--- src/rtl/logic_gate_unit.sv ---
// Registered WIDTH-bit bitwise logic unit: opcode-selected gate function behind a
// valid/ready input, with a 2-entry in-order result buffer and a consumed-result counter.
module logic_gate_unit #(
  parameter int WIDTH = 8,
  parameter int CNT_W = 16
) (
  input  logic             clk,
  input  logic             rst_n,
  input  logic             in_valid,
  output logic             in_ready,
  input  logic [2:0]       in_op,
  input  logic [WIDTH-1:0] in_a,
  input  logic [WIDTH-1:0] in_b,
  output logic             out_valid,
  input  logic             out_ready,
  output logic [WIDTH-1:0] out_y,
  output logic             out_zero,
  output logic             out_ones,
  output logic             out_par,
  output logic             out_err,
  output logic [CNT_W-1:0] res_cnt
);

  typedef struct packed {
    logic [WIDTH-1:0] y;
    logic             zero;
    logic             ones;
    logic             par;
    logic             err;
  } entry_t;

  entry_t           newEntry;
  entry_t           head_q, head_d;
  entry_t           tail_q, tail_d;
  logic [1:0]       count_q, count_d;
  logic             inReady_q;
  logic [CNT_W-1:0] resCnt_q;
  logic             push;
  logic             pop;

  always_comb begin
    newEntry     = '0;
    newEntry.err = 1'b0;
    case (in_op)
      3'd0:    newEntry.y = in_a & in_b;
      3'd1:    newEntry.y = in_a | in_b;
      3'd2:    newEntry.y = ~in_a;
      3'd3:    newEntry.y = ~(in_a & in_b);
      3'd4:    newEntry.y = ~(in_a | in_b);
      3'd5:    newEntry.y = in_a ^ in_b;
      3'd6:    newEntry.y = ~(in_a ^ in_b);
      default: begin
        newEntry.y   = '0;
        newEntry.err = 1'b1;
      end
    endcase
    newEntry.zero = (newEntry.y == '0);
    newEntry.ones = (newEntry.y == '1);
    newEntry.par  = ^newEntry.y;
  end

  assign push = in_valid && inReady_q;
  assign pop  = (count_q != 2'd0) && out_ready;

  // A push and a pop together can only happen at count 1, so the new beat becomes the head.
  always_comb begin
    head_d  = head_q;
    tail_d  = tail_q;
    count_d = count_q;
    if (push && pop) begin
      head_d = newEntry;
    end else if (push) begin
      if (count_q == 2'd0) head_d = newEntry;
      else                 tail_d = newEntry;
      count_d = count_q + 2'd1;
    end else if (pop) begin
      if (count_q == 2'd2) head_d = tail_q;
      count_d = count_q - 2'd1;
    end
  end

  always_ff @(posedge clk or negedge rst_n) begin
    if (!rst_n) begin
      head_q    <= '0;
      tail_q    <= '0;
      count_q   <= 2'd0;
      inReady_q <= 1'b0;
      resCnt_q  <= '0;
    end else begin
      head_q    <= head_d;
      tail_q    <= tail_d;
      count_q   <= count_d;
      inReady_q <= (count_d < 2'd2);
      resCnt_q  <= resCnt_q + CNT_W'(pop);
    end
  end

  assign in_ready  = inReady_q;
  assign out_valid = (count_q != 2'd0);
  assign out_y     = head_q.y;
  assign out_zero  = head_q.zero;
  assign out_ones  = head_q.ones;
  assign out_par   = head_q.par;
  assign out_err   = head_q.err;
  assign res_cnt   = resCnt_q;

endmodule

--- config.mk ---
export PLATFORM = sky130hd
export DESIGN_NAME = logic_gate_unit
export DESIGN_NICKNAME = d
export VERILOG_FILES = /design/src/rtl/logic_gate_unit.sv
export SDC_FILE = /design/constraint.sdc
export NUM_CORES = 1
export LEC_CHECK = 0
export ABC_AREA = 1
export BUFFER_PORTS_ARGS = -buffer_cell sky130_fd_sc_hd__buf_2
export CAP_MARGIN = 20
export CORE_AREA = 2 2 77 79
export DETAILED_ROUTE_END_ITERATION = 16
export DIE_AREA = 0 0 79 81
export GPL_TIMING_DRIVEN = 1
export PLACE_DENSITY = 0.87
export SYNTH_ARGS = -nofsm -noshare
export SYNTH_HDL_FRONTEND = slang
export SYNTH_SLANG_ARGS = --single-unit
--- constraint.sdc ---
create_clock -name clk -period 2.27 [get_ports clk]
set_input_delay 0.681 -clock clk [delete_from_list [all_inputs] [get_ports clk]]
set_output_delay 0.681 -clock clk [all_outputs]
set_load 0.02 [all_outputs]
# == After elaboration in Yosys (flattened, before gate mapping) ==
# Index checks and enable logic that the tools add are counted.
# word_totals
ff_bits,43
input_bits,23
# op_classes
n_reduce_logical,13
magnitude_cmp,1
muxes,10
bitwise_logic,9
n_eq_ne,9
addsub,3
# ops
operator,n
two-way mux 12 bit,5
case mux 8 bit (7 select lines),1
NOT 8 bit,4
adder 16 x 1 -> 16 bit,1
"== test 3 bit, second input constant",3
bitwise AND 8 bit,1
"== test 8 bit, second input constant",1
logical NOT 8 bit,1
bitwise OR 8 bit,1
XOR reduction 8 bit,1
bitwise XOR 8 bit,1
OR reduction 7 bit,1
"== test 3 x 2 -> 1 bit, second input constant",2
two-way mux 2 bit,3
AND reduction 3 bit,2
nonzero test 3 bit,2
"== test 3 x 1 -> 1 bit, second input constant",1
logical AND 1 bit,3
logical NOT 3 bit,1
"!= test 3 x 1 -> 1 bit, second input constant",1
"adder 2 x 1 -> 2 bit, second input constant",1
"== test 2 bit, second input constant",1
logical NOT 2 bit,1
"less-than comparator 2 bit, second input constant",1
4 further kinds,5

# == Depth between registers and ports, before layout ==
# logic_depth
ltp_word,7
ltp_mapped,14
depth_no_buf,14

# == Least setup slack after synthesis ==
# Ideal clock, no wire load.
# synth_timing
path_type,input-to-reg
start,input in_op[2]
end,"register head_q, in the netlist out_par"
setup_ns,0.116
path_stages,14
setup_slack_ns,-0.109
required_ns,2.154
t_arrival_ns,2.262
path_buffers,2
path_cell_list,buf_2 inv_2 clkbuf_1 nand2_1 nor2_1 nor2_1 nand2_1 inv_1 ha_1 xnor2_1 xnor2_1 nand2_1 nand2_1 nand2_1
# synth_rtl
element,line_no,text
start: declaration,11,"input logic [2:0] in_op,"
end signal: assignment,84,head_q <= '0;
end signal: assignment,90,head_q <= head_d;
end: declaration,33,"entry_t head_q, head_d;"

==> metrics.txt <==
drt initial violations 286; post-synthesis sequential area ratio 0.3532; Synth cell types 25; Post-DRT Antenna Nets 0; IO Port Bufs 52; Nets 575; cell mode on critical path nand2_1; Synth Warn # 0; post-synthesis xor/xnor area fraction 0.04600; number of iterations in the first detailed-routing pass 5; LEAKAGE 2.238 nW; Worst Path Arrival 2.43 ns; via count 3,190; WS Path Type in -> reg; Initial Utilization 0.5368; ranking of synthesized cells by area dfrtp_1 (35%), nand2_1 (14%), ha_1 (13%), inv_1 (8.5%), nand3_1 (7.6%); worst rel slew slack 0.7605; Core Area 0.005675 sq mm; ant diodes 0; Mapped Cells 426; Synth top cells by count nand2_1 (112), inv_1 (69), nand3_1 (46); GRT overflow 0; top-count cell post-synth nand2_1; Async SR Flop Fraction 1.000; Int Pwr 1.911 mW; num rows 28; Psw 1.567 mW; CP startpoint kind primary input; Comb pwr share 0.511; IO Count 53; setup TNS 0 ns; endpoints failing hold 0; drt via density 5.343; clk root buf clkbuf_8; post-DR wirelength/cell 14.04 um; area leader, netlist dfrtp_1; ys flop type dfrtp_1; CTS Buf Count 5; Worst-Skew Late Latency 0.31 ns; clock net sink count 43; CTS tree yes; Cell Area, Synth 0.003047 sq mm; Die Y 81 um; # Max-Cap Violations 0; clk slew on worst S/H paths 0.08 ns; sequential share of power 0.349; clock skew 0.005026 ns; Net Sw Frac 0.4505; Net Count, Synth 480; clock buffer depth 2; endpoints failing setup 0; clock network power share 0.140; final worst path period need 2.224 ns; mux share of post-synthesis cell area 0; vias in the first global route 2,903; initial antenna violation count 0; status completed; routability cong. 0.8998; DR DRC count 0; Die Area 0.006399 sq mm; share of layout cells above drive strength 1 0.2567; Mean Syn Cell Area 7.152 sq um; Buf/Inv on CP 3; synthesis-to-layout area growth 29.08%; Crit path largest cell delay 0.31 ns; Final Slew Violations 0; complex-gate fraction of the synthesized area 0.04682; crit path max fanout 2; power density cells 884.5 mW/mm^2; Tot Pwr 3.478 mW; CTS HTree Levels 2; die width 79 um; Peak supply drop 667.1 uV; RSZ-0062 raised after global routing yes; Synth top area share 0.3532; largest net degree at the start of global routing 44; Crit path required time 2.47 ns; achievable frequency 449.7 MHz; Top Family by Delay on Critical Path simple AND/OR/NAND/NOR gates; Crit. End Element register; GR Util All Layers 0.2536; worst path cell trace buf_2, inv_1, ha_1, nand3_1, nand2_1, nor2_2, nand2_1, inv_1, ha_4, xnor2_4, xnor2_2, nand2_1, nand2_1, nand2_1; Post-Route WL 8381 um; first-pass GRT wire length 13,010 um; Tcrit/Tclk final 0.9797; Post-Synth Adder-Cell Area 0.1273; simple-gate area share of the yosys netlist 0.3154; Hold Path Class in -> async; DP HPWL 5765 um; CP max stage cell ha_1; largest family of logic cells by synthesized area simple AND/OR/NAND/NOR gates; actual slew at the worst max-slew pin 0.3565 ns; Post-synth EDFFs 0; #FFs+latches synth 43
cells in the final DEF, fill, tap and decap left out:
master,synthesis,layout
nand2_1,112,111
inv_1,69,68
buf_2,7,50
nand3_1,46,46
buf_4,1,44
dfrtp_1,43,43
nor2_1,43,34
ha_1,31,29
a21oi_1,14,14
nand4_1,13,13
nor2_2,1,9
xor2_1,8,8
o21ai_1,8,8
xnor2_1,8,5
o21ai_0,5,5
clkbuf_8,0,5
nand2_2,3,4
buf_12,0,4
inv_2,3,3
nor2_4,2,3
nor3_2,1,2
xnor2_2,0,2
ha_4,0,2
clkbuf_4,0,2
inv_4,0,1
o21a_1,1,1
nor3_1,2,1
clkinv_1,1,1
xnor2_4,0,1
clkinvlp_4,0,1
clkinv_2,0,1
clkbuf_1,2,1
power by group through the flow:
stage,Clock (mW),Combinational (mW),Sequential (mW)
floorplan,0,0.841,1.40
global placement,0,1.53,1.20
detailed placement,0,1.62,1.22
CTS,0.485,1.66,1.20
global route,0.513,1.94,1.24
finish,0.488,1.78,1.21
state kept, by name (all words and copies together), names as in the netlist:
| signal | cells |
|---|---|
| count_q | 2 |
| in_ready | 1 |
| out_err | 1 |
| out_ones | 1 |
| out_par | 1 |
| out_y | 8 |
| out_zero | 1 |
| res_cnt | 16 |
| tail_q | 12 |
area by class of cell:
| cell class | count | area, sq um |
|---|---|---|
| Timing Repair Buffer | 100 | 675.6 |
| Inverter | 73 | 276.5 |
| Clock inverter | 2 | 12.51 |
| Sequential cell | 43 | 1076 |
| Clock buffer | 6 | 72.57 |
| Multi-Input combinational cell | 298 | 1725 |
| Fill cell | 437 | 1743 |
| Tap cell | 75 | 93.84 |
cell families after synthesis:
family / Yosys count
AO/OA/AOI/OAI: 28
AND/OR/NAND/NOR: 223
adder cells (fa/ha/maj): 31
flip-flops: 43
buffers and inverters: 85
XOR/XNOR: 16
per-layer routing:
layer	share of wire	vias up	global-route usage	wire [um]
met5	0	-	0	0
met4	0.018	0	0.07931	148
met3	0.069	17	0.03889	577
met2	0.52	167	0.4610	4398
met1	0.39	1489	0.3099	3256
li1	-	1517	-	-
per-stage QoR:
step	worst slack [ns]	util	hold WS, ns	instance area, sq um	cells
2_1_floorplan	0.001011	-	0.3854	3057	426
3_5_place_dp	-0.2971	0.6552	0.4630	3719	587
5_1_grt	-0.04184	0.6929	0.3547	3933	597
6_report	0.04605	0.6929	0.3320	3933	597
4_1_cts	0.01697	0.6768	0.3457	3841	597
3_3_place_gp	-0.2193	0.6552	0.4575	3719	587
worst paths after layout:
check                                 startpoint                    end  slack (ns)  cells past startpoint
max                                      in_a[2]    out_par$_DFFE_PN0P_        0.05                     14
min                                        rst_n  res_cnt[10]$_DFF_PN0_        0.33                      2
max reg2reg                 count_q[1]$_DFF_PN0_  res_cnt[13]$_DFF_PN0_        0.11                     11
min reg2reg                res_cnt[15]$_DFF_PN0_  res_cnt[15]$_DFF_PN0_        0.48                      1
max in group asynchronous                  rst_n  res_cnt[14]$_DFF_PN0_        1.73                      2
min in group clk           res_cnt[15]$_DFF_PN0_  res_cnt[15]$_DFF_PN0_        0.48                      1
what timing repair did:
action | 4_1_cts | 5_1_grt
hold buffers | 0 | 0
pin swaps | 2 | 3
setup endpoints to repair | 2 | 6
buffers inserted | 2 | 0
gates resized for setup | 2 | 20
(Power assumes the default switching activity.)
